--- config.mk ---
export PLATFORM = sky130hd
export DESIGN_NAME = fdiv_flat
export DESIGN_NICKNAME = d
export VERILOG_FILES = /design/src/rtl/fp_pkg.sv /design/src/rtl/fdiv_if.sv /design/src/rtl/fdiv_mant_div.sv /design/src/rtl/fdiv.sv /design/src/flat_wrapper.sv
export SDC_FILE = /design/constraint.sdc
export NUM_CORES = 1
export LEC_CHECK = 0
export BUFFER_PORTS_ARGS = -buffer_cell sky130_fd_sc_hd__buf_2
export CORE_MARGIN = 3
export CORE_UTILIZATION = 53
export DETAILED_ROUTE_END_ITERATION = 6
export PLACE_DENSITY = 0.75
export SLEW_MARGIN = 20
export SYNTH_ARGS = -nofsm -noshare
export SYNTH_HDL_FRONTEND = slang
export SYNTH_SLANG_ARGS = --single-unit
--- constraint.sdc ---
create_clock -name clk -period 3.2 [get_ports clk]
set_clock_uncertainty 0.15 [all_clocks]
set_input_delay 0.32 -clock clk [delete_from_list [all_inputs] [get_ports clk]]
set_output_delay 0.32 -clock clk [all_outputs]
set_load 0.1 [all_outputs]
--- src/rtl/fp_pkg.sv ---
// Shared single-precision constants, FSM state type and operand classification for fdiv.
// Classification treats exponent 0 as zero, so denormal inputs are flushed to signed zero.
package fp_pkg;

    localparam int          FP_EXP_BIAS = 127;
    localparam logic [31:0] FP_QNAN     = 32'h7FC00000;
    localparam logic [31:0] FP_POS_INF  = 32'h7F800000;
    localparam int          FP_DIV_ITER = 25;

    typedef enum logic [1:0] {
        ST_IDLE,
        ST_CALC,
        ST_NORM,
        ST_DONE
    } fdiv_state_t;

    typedef struct packed {
        logic is_zero;
        logic is_inf;
        logic is_nan;
    } fp_class_t;

    function automatic fp_class_t fp_classify(input logic [31:0] f);
        fp_class_t c;
        c.is_zero = (f[30:23] == 8'h00);
        c.is_inf  = (f[30:23] == 8'hFF) && (f[22:0] == 23'd0);
        c.is_nan  = (f[30:23] == 8'hFF) && (f[22:0] != 23'd0);
        return c;
    endfunction

endpackage

--- src/rtl/fdiv_if.sv ---
// Request/response bundle of the divider: one-cycle start with operands in, registered result with busy/done out.
// No backpressure: the requester must watch busy/done, starts outside IDLE are dropped.
interface fdiv_if;
    logic        start;
    logic [31:0] operand1;
    logic [31:0] operand2;
    logic [31:0] result;
    logic        busy;
    logic        done;

    modport master (output start, operand1, operand2, input result, busy, done);
    modport slave  (input start, operand1, operand2, output result, busy, done);
endinterface

--- src/rtl/fdiv_mant_div.sv ---
// Restoring mantissa divider: one quotient bit per step, MSB first, 25 steps for q[24:0] = floor(ma/mb * 2^24).
// Loaded in one cycle; advances only while step is high; last flags the final step.
module fdiv_mant_div
    import fp_pkg::*;
(
    input  logic        clk,
    input  logic        rst_n,
    input  logic        load,
    input  logic        step,
    input  logic [23:0] ma,
    input  logic [23:0] mb,
    output logic [24:0] q,
    output logic        last
);

    logic [25:0] rem;
    logic [23:0] div_q;
    logic [4:0]  cnt;
    logic [25:0] rem_sub;
    logic [25:0] rem_keep;
    logic        qbit;

    always_comb begin
        rem_sub  = rem - {2'b00, div_q};
        qbit     = (rem >= {2'b00, div_q});
        rem_keep = qbit ? rem_sub : rem;
    end

    assign last = step && (cnt == 5'(FP_DIV_ITER - 1));

    always_ff @(posedge clk or negedge rst_n) begin
        if (!rst_n) begin
            rem   <= '0;
            q     <= '0;
            cnt   <= '0;
            div_q <= '0;
        end else if (load) begin
            rem   <= {2'b00, ma};
            q     <= '0;
            cnt   <= '0;
            div_q <= mb;
        end else if (step) begin
            // Remainder stays below the divisor, so the doubled value always fits 26 bits.
            rem <= rem_keep << 1;
            q   <= {q[23:0], qbit};
            cnt <= cnt + 5'd1;
        end
    end

endmodule

--- src/rtl/fdiv.sv ---
// IEEE-754 single divider, truncating, no denormal output: specials finish 1 cycle after Start, normal path 27.
// Start is honoured only in IDLE; there is no queueing, so requests during CALC/NORM/DONE are lost.
module fdiv
    import fp_pkg::*;
(
    input  logic   clk,
    input  logic   rst_n,
    fdiv_if.slave  io
);

    fdiv_state_t state;
    fp_class_t   c1;
    fp_class_t   c2;
    logic        sign_in;
    logic        spec_hit;
    logic [31:0] spec_res;
    logic        sign_q;
    logic [7:0]  e1_q;
    logic [7:0]  e2_q;
    logic [24:0] div_q;
    logic        div_last;
    logic        div_load;
    logic signed [9:0] exp_n;
    logic [22:0] mant_n;
    logic [31:0] norm_res;

    assign c1      = fp_classify(io.operand1);
    assign c2      = fp_classify(io.operand2);
    assign sign_in = io.operand1[31] ^ io.operand2[31];

    always_comb begin
        spec_hit = 1'b1;
        spec_res = FP_QNAN;
        if (c1.is_nan || c2.is_nan || (c1.is_zero && c2.is_zero) || (c1.is_inf && c2.is_inf))
            spec_res = FP_QNAN;
        else if (c1.is_inf || c2.is_zero)
            spec_res = {sign_in, FP_POS_INF[30:0]};
        else if (c1.is_zero || c2.is_inf)
            spec_res = {sign_in, 31'd0};
        else
            spec_hit = 1'b0;
    end

    assign div_load = (state == ST_IDLE) && io.start && !spec_hit;

    fdiv_mant_div u_mant_div (
        .clk   (clk),
        .rst_n (rst_n),
        .load  (div_load),
        .step  (state == ST_CALC),
        .ma    ({1'b1, io.operand1[22:0]}),
        .mb    ({1'b1, io.operand2[22:0]}),
        .q     (div_q),
        .last  (div_last)
    );

    // A quotient below 1.0 carries its leading one in q[23], costing one exponent step.
    always_comb begin
        exp_n  = $signed({2'b00, e1_q}) - $signed({2'b00, e2_q}) + $signed(10'(FP_EXP_BIAS));
        mant_n = div_q[23:1];
        if (!div_q[24]) begin
            exp_n  = exp_n - 10'sd1;
            mant_n = div_q[22:0];
        end
        if (exp_n >= 10'sd255)
            norm_res = {sign_q, FP_POS_INF[30:0]};
        else if (exp_n <= 10'sd0)
            norm_res = {sign_q, 31'd0};
        else
            norm_res = {sign_q, exp_n[7:0], mant_n};
    end

    always_ff @(posedge clk or negedge rst_n) begin
        if (!rst_n) begin
            state     <= ST_IDLE;
            io.result <= '0;
            io.busy   <= 1'b0;
            io.done   <= 1'b0;
            sign_q    <= 1'b0;
            e1_q      <= '0;
            e2_q      <= '0;
        end else begin
            case (state)
                ST_IDLE: begin
                    if (io.start) begin
                        sign_q <= sign_in;
                        e1_q   <= io.operand1[30:23];
                        e2_q   <= io.operand2[30:23];
                        if (spec_hit) begin
                            io.result <= spec_res;
                            io.done   <= 1'b1;
                            state     <= ST_DONE;
                        end else begin
                            io.busy <= 1'b1;
                            state   <= ST_CALC;
                        end
                    end
                end
                ST_CALC: begin
                    if (div_last)
                        state <= ST_NORM;
                end
                ST_NORM: begin
                    io.result <= norm_res;
                    io.busy   <= 1'b0;
                    io.done   <= 1'b1;
                    state     <= ST_DONE;
                end
                ST_DONE: begin
                    io.done <= 1'b0;
                    state   <= ST_IDLE;
                end
                default: state <= ST_IDLE;
            endcase
        end
    end

endmodule

--- src/flat_wrapper.sv ---
// flat-port wrapper written by rule: the top's interface ports become plain ports
module fdiv_flat import fp_pkg::*;
  (clk, rst_n, io_start, io_operand1, io_operand2, io_result, io_busy, io_done);
  fdiv_if io_i ();
  input  logic clk;
  input  logic rst_n;
  input wire logic [$bits(io_i.start)-1:0] io_start;
  input wire logic [$bits(io_i.operand1)-1:0] io_operand1;
  input wire logic [$bits(io_i.operand2)-1:0] io_operand2;
  output wire logic [$bits(io_i.result)-1:0] io_result;
  output wire logic [$bits(io_i.busy)-1:0] io_busy;
  output wire logic [$bits(io_i.done)-1:0] io_done;
  assign io_i.start = io_start;
  assign io_i.operand1 = io_operand1;
  assign io_i.operand2 = io_operand2;
  assign io_result = io_i.result;
  assign io_busy = io_i.busy;
  assign io_done = io_i.done;
  fdiv u_core (.clk(clk), .rst_n(rst_n), .io(io_i));
endmodule
# Yosys cells after proc, flatten, opt, wreduce, memory -nomap -nowiden
# Cells that the tools add are included.
# W data, S select, Z words.
word_totals:
  regBits: 133
  in_bits: 67
  output_inout_bits: 34
classes:
  n_addsub: 5
  magnitude_cmp: 3
  n_eq_ne: 10
  n_mux: 30
  bitwise: 1
  n_reduce_logical: 30
op_table:
  columns: ["op", "n"]
  rows:
  - ["$mux W32", 5]
  - ["$mux W25", 3]
  - ["$pmux W32 S2", 1]
  - ["$mux W31", 2]
  - ["$mux W26", 2]
  - ["$logic_not A23 Y1", 2]
  - ["$reduce_bool A23 Y1", 2]
  - ["$ge A26 B24 Y1", 1]
  - ["$sub A25 B24 Y25", 1]
  - ["$mux W23", 1]
  - ["$eq A8 B8 Y1 const B", 2]
  - ["$logic_not A8 Y1", 2]
  - ["$add A10 B8 Y10 const B", 1]
  - ["$ge A10 B9 Y1 const B", 1]
  - ["$le A10 B1 Y1 const B", 1]
  - ["$mux W10", 1]
  - ["$mux W5", 2]
  - ["$sub A10 B2 Y10 const B", 1]
  - ["$logic_and A1 B1 Y1", 9]
  - ["$reduce_and A3 Y1", 3]
  - ["$sub A8 B8 Y9", 1]
  - ["$pmux W2 S4", 1]
  - ["$mux W1", 7]
  - ["$mux W2", 3]
  - ["other kinds (15)", 24]

# Longest topological paths before layout
# Gate-level depths: netlist of run 1.
logic_depth:
  depth_word: 9
  mapped_depth: 16
  depth_no_buf: 15

# Modules after synthesis
# From an unflattened synthesis of run 1, not the netlist that was laid out.
hier_totals:
  hier_cells: 897
  hier_area_um2: 8469.4
modules_own_cells:
  columns: ["mod", "instances", "cells_per_inst", "area_each_um2"]
  rows:
  - ["fdiv_mant_div", 1, 550, 4934.7]
  - ["fdiv", 1, 347, 3534.6]

# Least setup slack after synthesis of run 1
# No wires, ideal clock.
synth_timing:
  kind: "register -> register"
  startpoint: "reg u_core.e1_q[0]"
  endpoint: "reg u_core.io.result[22]"
  arrival_ps: 3091
  required_ps: 2968
  setup_slack_ps: -123
  stages_incl_launch_ff: 15
  n_path_buf: 0
  period_less_slack_ps: 3323
  cell_sequence: "dfrtp_1 -> inv_1 -> ha_1 -> inv_1 -> fa_1 -> inv_1 -> ha_1 -> xor2_1 -> a32oi_1 -> nor2_1 -> o211a_1 -> o32ai_2 -> a2111oi_2 -> or4b_1 -> a31oi_1"
synth_between:
  elab_chain_len: 8
  word_cells_on_any_way: 9
synth_lines:
  columns: ["item", "line", "source"]
  rows:
  - ["start: declaration", "fdiv.sv:18", "logic [7:0] e1_q;"]
  - ["start signal: assignment", "fdiv.sv:87", "e1_q <= io.operand1[30:23];"]
  - ["$sub A8 B8 Y9 *", "fdiv.sv:59", "exp_n = $signed({2'b00, e1_q}) - $signed({2'b00, e2_q}) + $signed(10'(FP_EXP_BIAS));"]
  - ["$add A10 B8 Y10 *", "fdiv.sv:59", null]
  - ["$sub A10 B2 Y10", "fdiv.sv:62", "exp_n = exp_n - 10'sd1;"]
  - ["$mux W10 *", "fdiv.sv:61", "if (!div_q[24]) begin"]
  - ["$le A10 B1 Y1", "fdiv.sv:67", "else if (exp_n <= 10'sd0)"]
  - ["$mux W31", "fdiv.sv:67", null]
  - ["$mux W31 *", "fdiv.sv:65", "if (exp_n >= 10'sd255)"]
  - ["$pmux W32 S2 *", "fdiv.sv:83", "case (state)"]
  - ["end signal: assignment", "fdiv.sv:90", "io.result <= spec_res;"]
  - ["end signal: assignment", "fdiv.sv:104", "io.result <= norm_res;"]
  - ["end: declaration", "fdiv_if.sv:12", "modport slave (input start, operand1, operand2, output result, busy, done);"]
# Every way passes the cells marked *; elsewhere a longest branch is shown, timed or not.
# A chain may end at the register's enable or synchronous reset.

# Final worst setup path of run 1
layout_timing:
  startpoint: "reg u_core.e1_q[0]"
  endpoint: "reg u_core.io.result[16]"
# Same word-level chain as after synthesis.

==> impl_results.md, run 1 <==
- Average routed wire per standard cell: between 15 and 20 um
- Antenna Violating Nets Remaining: 0
- Area of the multi-input gates: around 5000 sq um
- Top Ports: 101
- Vias: between 7000 and 8000
- Setup crit start kind: flip-flop
- Die width: 131 um
- Die Y: roughly 130 um
- Critical-path maximum fanout: 6
- Placed cells: around 1200
- CP Capture Type: flip-flop
- Via/cell ratio: between 5 and 6
- DRC: 0
- Tmin final: ~3600 ps
- Core Rows: 44
- Starting density of the core: 55.5%
- Crit path max-delay family: adder cells
- Prevailing post-synth register cell: dfrtp_1
- Relative slew slack: ~37%
- Critical-path top delay cell: fa_2
- Setup CP Type: reg2reg
- Initial DRT Pass Iterations: 5
- Largest net degree at the start of global routing: 95
- TritonCTS clock tree: done
- Critical path buffers and inverters: 4
- Hold Fails Final Rpt: 0
- Leading area contributor after synthesis: dfrtp_1
- Area contributors post-synth: dfrtp_1 40%, mux2i_1 6.9%, ha_1 6.2%, nand2_1 4.5%, o21ai_0 4.3%
- Post-synth EDFFs: 0
- Synth top area share: around 40%
- Fin crit share: 111%
- Gr ovfl total: 0
- Worst-Margin Slew: ~940 ps
- Vias in the first global route: roughly 7200
- Final non-filler cell total: roughly 1300
- Clk buf depth: 2
- Synth Net Count: about 1000
- Area occupied by registers: ~3300 sq um
- Total track usage: a little over a quarter
- Failing checks: negative setup slack
- Post-synthesis cell type count: 66
- Worst skew pair latency: 430 ps
- First-pass GRT wire length: roughly 35000 um
- DP Wirelength: 14200 um
- Synthesized area per cell: about 9 sq um
- Final setup fails: 29
- ANT cells: 0
- Worst-path clk slew: ~60 ps
- CP cell instances: inv_1, ha_2, inv_2, fa_2, inv_2, ha_2, nor2b_4, o21ai_2, o21ai_1, mux2_4, o211a_1, o32ai_4, a2111oi_4, nand4bb_4, clkbuf_16, o21ai_2
- NumNets Final: 1201
- Synthesized area: a little over 8000 sq um
- Post-synthesis sequential area ratio: between 40% and 50%
- Routed WL: 21800 um
- RSZ-0062 raised after global routing: true
- Status: complete, but fails checks
- WP data required: about 3400 ps
- CTS root buf: clkbuf_16
- Max-cap violations: 0
- Fin Setup TNS: -8260 ps
- DRT iter0 DRCs: ~520
- Crit path DAT: 3770 ps
- CTS buffer count: 17
- Synth Register Bits: between 100 and 150
- DP Worst Slack: -391 ps
- Initial antenna violation count: 0
- Fmax: 281 MHz
- GPL Wtd Cong: slightly below 0.9
- Layout cells sized above 1: 24.5%
- Num Clock Sinks: between 100 and 150
- Layout fillers: roughly 1100
- Worst Slack Setup Final: -356 ps
- Max incr delay on CP: approximately 540 ps
- Area delta synth->final: 29.7%
- Core area: between 10000 and 15000 sq um
- Buffers on Ports: 100
- H-tree lvl count: 4
- Syn Inst Count: between 900 and 1000
- Final Slew Violations: 0
- Hold Crit Class: in2reg
- FFs w/ async S/R, synth: 100%
- Synth warn: 0
- Die area: roughly 17000 sq um
-- state kept, by name, summed over array words and instances, names as in the netlist --
register / count
u_core.state: 2
u_core.e2_q: 8
u_core.sign_q: 1
u_core.e1_q: 8
u_core.io.done: 1
u_core.u_mant_div.rem: 26
u_core.u_mant_div.q: 25
u_core.u_mant_div.div_q: 24
u_core.u_mant_div.cnt: 5
u_core.io.result: 32
u_core.io.busy: 1
-- placed cells by master, fill, tap and decap left out, types with 24 or more instances in the layout --
cell and count:
dfrtp_1 133, buf_2 99, nand2_1 98, nor2_1 82, o21ai_0 67, mux2i_1 57, inv_1 49, dlygate4sd3_1 45
a21oi_1 41, buf_4 38, ha_1 37, nor3_1 24
-- worst reg2reg max path, stage by stage (launching register included) --
cell and delay, ps:
dfrtp_1 380, inv_1 60, ha_2 180, inv_2 40, fa_2 550, inv_2 60, ha_2 180, nor2b_4 130
o21ai_2 120, o21ai_1 80, mux2_4 330, o211a_1 250, o32ai_4 130, a2111oi_4 130, nand4bb_4 350, clkbuf_16 240
o21ai_2 120
-- layout make-up --
cell class,instances,area share [%]
inverters,51,1.79
repair buffers,195,13.6
flip-flops and latches,133,31.1
well taps,184,2.15
clock inverters,13,1.59
clock buffers,18,4.01
multi-input cells,693,45.7
-- path summary, 6_finish.rpt --
path | cells past startpoint | to | startpoint | slack [ps]
max | 16 | u_core.io.result[16]$_DFFE_PN0P_ | u_core.e1_q[0]$_DFFE_PN0P_ | -360
min | 3 | u_core.u_mant_div.rem[5]$_DFFE_PN0P_ | io_operand1[5] | 10
max reg2reg | 16 | u_core.io.result[16]$_DFFE_PN0P_ | u_core.e1_q[0]$_DFFE_PN0P_ | -360
min reg2reg | 2 | u_core.u_mant_div.div_q[23]$_DFFE_PN0P_ | u_core.u_mant_div.div_q[23]$_DFFE_PN0P_ | 300
max in group asynchronous | 3 | u_core.u_mant_div.div_q[15]$_DFFE_PN0P_ | rst_n | 1780
min in group asynchronous | 2 | u_core.e2_q[5]$_DFFE_PN0P_ | rst_n | 370
-- metrics by stage --
step | area [sq um] | utilization, % | hold WS [ps]
4_1_cts | 10500 | 70.9 | 3.06
3_5_place_dp | 9240 | 62.1 | 279
5_1_grt | 10700 | 72.0 | 8.49
2_1_floorplan | 8260 | - | -126
6_report | 10700 | 72.0 | 10.0
3_3_place_gp | 9240 | 62.1 | 278
-- synth_stat cells, types with 5 or more instances --
cell type,number
o21ai_1,27
a21o_1,11
and3b_1,7
inv_1,51
or4_1,5
mux2i_1,57
nor2b_1,6
nor3_1,26
xor2_1,12
nand2b_1,6
or3_1,5
a211oi_1,5
nor4_1,14
nand3_1,20
nor2_1,82
ha_1,41
o21a_1,13
nor3b_1,16
a21oi_1,47
o31ai_1,13
and3_1,5
clkbuf_1,34
nand2_1,100
xnor2_1,15
mux2_2,20
nand4_1,12
o21ai_0,71
dfrtp_1,133
-- kinds of logic after synthesis --
family | count (synthesis) | share of synthesized area [%]
AND/OR/NAND/NOR | 320 | 19.0
AO/OA/AOI/OAI | 224 | 16.6
flip-flops | 133 | 40.3
buffers and inverters | 94 | 4.43
multiplexers | 77 | 9.65
adder cells (fa/ha/maj) | 43 | 6.70
XOR/XNOR | 29 | 3.26
-- routing by layer --
layer  vias up  global-route usage, %  wire [um]
li1       3617                      -          -
met1      3631                   33.9       9380
met2       192                   44.3      11100
met3        38                   5.00        938
met4         0                   7.56        441
met5         -                      0          0
-- what timing repair did --
item | in CTS | in global routing
pin swaps | 20 | 21
gates cloned | 2 | 1
setup buffers | 2 | 2
endpoints found under the hold margin | 127 | 0
hold buffers | 45 | 0
endpoints found under the setup margin | 27 | 38
resized for setup | 41 | 34
Power of run 1 is left out: the tool's default activity adds up to more than one toggle a clock period on the data nets, which glitch-free logic cannot reach.
==> run 2: changes to the inputs <==
- REMOVE_ABC_BUFFERS: default -> 1
- SETUP_SLACK_MARGIN: default -> 0.15
==> impl_results.md, run 2 (same netlist as run 1, synthesis figures left out) <==
- DP Wirelength: 14700 um (was 14200 um)
- Reg2reg setup slack: -360 ps (about the same)
- FF-to-FF path depth: 17 (was 16)
- NumNets Final: 1211 (was 1201)
- Hold path startpoint: io_operand2[28] (was io_operand1[5])
- Via/cell ratio: 5.83 (was 5.81)
- Most frequent cells in the layout: 133 x dfrtp_1, 100 x nand2_1, 99 x buf_2 (was 133 x dfrtp_1, 99 x buf_2, 98 x nand2_1)
- Max-cap violations: 0 (unchanged)
- Initial antenna violation count: 0 (unchanged)
- Setup CP Type: reg2reg (unchanged)
- Tmin final: 3560 ps (about the same)
- Hold Fails Final Rpt: 0 (unchanged)
- Hold Path Cell Cnt: 2 (was 3)
- Fin Setup TNS: -8660 ps (was -8260 ps)
- Num Clock Sinks: 133 (unchanged)
- Antenna Violating Nets Remaining: 0 (unchanged)
- Largest net degree at the start of global routing: 72 (was 95)
- Final Slew Violations: 0 (unchanged)
- Total track usage: 26.7% (was 26.0%)
- DRC: 0 (unchanged)
- CTS buffer count: 17 (unchanged)
- DRT iter0 DRCs: 464 (was 524)
- TritonCTS clock tree: done (unchanged)
- Largest regs: u_core.io.result: 32 flops, u_core.u_mant_div.rem: 26 flops, u_core.u_mant_div.q: 25 flops (unchanged)
- WP data required: 3360 ps (was 3410 ps)
- Average routed wire per standard cell: 17.4 um (was 17.0 um)
- Number of flip-flops under the largest register name: 32 (unchanged)
- Worst-Margin Slew: 838 ps (was 936 ps)
- CTS root buf: clkbuf_16 (unchanged)
- Critical path buffers and inverters: 6 (was 4)
- Initial DRT Pass Iterations: 5 (unchanged)
- Failing checks: negative setup slack (unchanged)
- CP Capture Type: flip-flop (unchanged)
- Layout cells sized above 1: 24.8% (was 24.5%)
- Critical-path maximum fanout: 6 (unchanged)
- Die Y: 131 um (unchanged)
- Crit path max-delay family: adder cells (unchanged)
- Starting density of the core: 55.5% (unchanged)
- Gr ovfl total: 0 (unchanged)
- Most flops, register: u_core.io.result (unchanged)
- Core area: 14900 sq um (unchanged)
- Worst-path clk slew: 60 ps (about the same)
- DP Worst Slack: -401 ps (was -391 ps)
- Worst Hold Path EP: u_core.e2_q[5]$_DFFE_PN0P_ (was u_core.u_mant_div.rem[5]$_DFFE_PN0P_)
- Die area: 17100 sq um (unchanged)
- Status: complete, but fails checks (unchanged)
- Clk buf depth: 2 (unchanged)
- Critical-path top delay cell: fa_2 (unchanged)
- Crit path DAT: 3720 ps (was 3770 ps)
- Final core occ: 72.5% (was 72.0%)
- Vias: 7560 (was 7478)
- Fmax: 281 MHz (about the same)
- H-tree lvl count: 4 (unchanged)
- Core Rows: 44 (unchanged)
- First-pass GRT wire length: 36200 um (was 35300 um)
- FF-to-FF Start: u_core.e1_q[0]$_DFFE_PN0P_ (unchanged)
- ANT cells: 0 (unchanged)
- Hold Crit Class: in2reg (unchanged)
- Routed WL: 22500 um (was 21800 um)
- Final setup fails: 27 (was 29)
- RSZ-0062 raised after global routing: true (unchanged)
- Max incr delay on CP: 530 ps (was 540 ps)
- Vias in the first global route: 7389 (was 7235)
- Area delta synth->final: 30.6% (was 29.7%)
- Setup crit start kind: flip-flop (unchanged)
- GPL Wtd Cong: 0.906 (was 0.888)
- Relative slew slack: 43.6% (was 36.8%)
- Top Ports: 101 (unchanged)
- Worst skew pair latency: 420 ps (was 430 ps)
- Worst Slack Setup Final: -361 ps (was -356 ps)
- Buffers on Ports: 100 (unchanged)
- CP cell instances: inv_1, ha_2, inv_2, fa_2, inv_2, ha_4, xor2_4, a32oi_4, xor2_2, buf_4, nand4_1, nor4_4, a21oi_2, buf_4, nand4bb_4, clkbuf_16, o21ai_2 (was inv_1, ha_2, inv_2, fa_2, inv_2, ha_2, nor2b_4, o21ai_2, o21ai_1, mux2_4, o211a_1, o32ai_4, a2111oi_4, nand4bb_4, clkbuf_16, o21ai_2)
- Fin crit share: 111% (about the same)
- Worst r2r dst: u_core.io.result[21]$_DFFE_PN0P_ (was u_core.io.result[16]$_DFFE_PN0P_)
- Die width: 131 um (unchanged)
- Commonest non-fill, non-tap cell in the layout: dfrtp_1 (unchanged)
run 2: worst max path at each step:
stage | start | to | slack, ps | cells past startpoint
finish | u_core.e1_q[0]$_DFFE_PN0P_ | u_core.io.result[21]$_DFFE_PN0P_ | -360 | 17
global route | u_core.e1_q[0]$_DFFE_PN0P_ | u_core.io.result[9]$_DFFE_PN0P_ | -560 | 18
CTS | u_core.e1_q[0]$_DFFE_PN0P_ | u_core.io.result[22]$_DFFE_PN0P_ | -310 | 15
detailed placement | u_core.e1_q[0]$_DFFE_PN0P_ | u_core.io.result[0]$_DFFE_PN0P_ | -400 | 16
global placement | u_core.e2_q[0]$_DFFE_PN0P_ | u_core.io.result[1]$_DFFE_PN0P_ | -270 | 15
floorplan | u_core.state[0]$_DFFE_PN0P_ | u_core.u_mant_div.rem[13]$_DFFE_PN0P_ | -2150 | 6
run 2: cell type report:
class,count,area (sq um)
Clock buffer,21,470
Clock inverter,10,169
Timing Repair Buffer,205,1490
Inverter,51,191
Tap cell,184,230
Fill cell,1083,4090
Sequential cell,133,3330
Multi-Input combinational cell,693,4900
run 2: stage by stage:
| stage | cells | hold slack (ps) | cell area (sq um) |
|---|---|---|---|
| after floorplan | 877 | -126 | 8080 |
| after global placement | 1219 | 236 | 9330 |
| after detailed placement | 1219 | 236 | 9330 |
| after CTS | 1292 | 2.71 | 10500 |
| after global routing | 1297 | 8.85 | 10800 |
| final | 1297 | 17.0 | 10800 |
run 2: worst register-to-register path, delay by kind of cell (launching register included):
kind            cells  cell delay, ps
compound gates      3             490
xor+xnor            2             400
fa+ha+maj           3             900
buf+inv             6             640
flops               1             370
simple gates        3             510
run 2: per-layer routing:
metal / up-vias / global-route usage [%] / wire length (um)
met5: - / 0 / 0
li1: 3644 / - / -
met3: 53 / 5.28 / 1090
met4: 0 / 10.2 / 714
met2: 267 / 43.1 / 10900
met1: 3596 / 35.6 / 9800
run 2: timing repair:
action	4_1_cts	5_1_grt
pin swaps	13	30
endpoints found under the hold margin	109	0
hold buffers	41	0
buffers inserted	1	3
endpoints found under the setup margin	39	55
gates cloned	0	2
gates resized for setup	22	47
Power of run 2 is left out for the same reason.
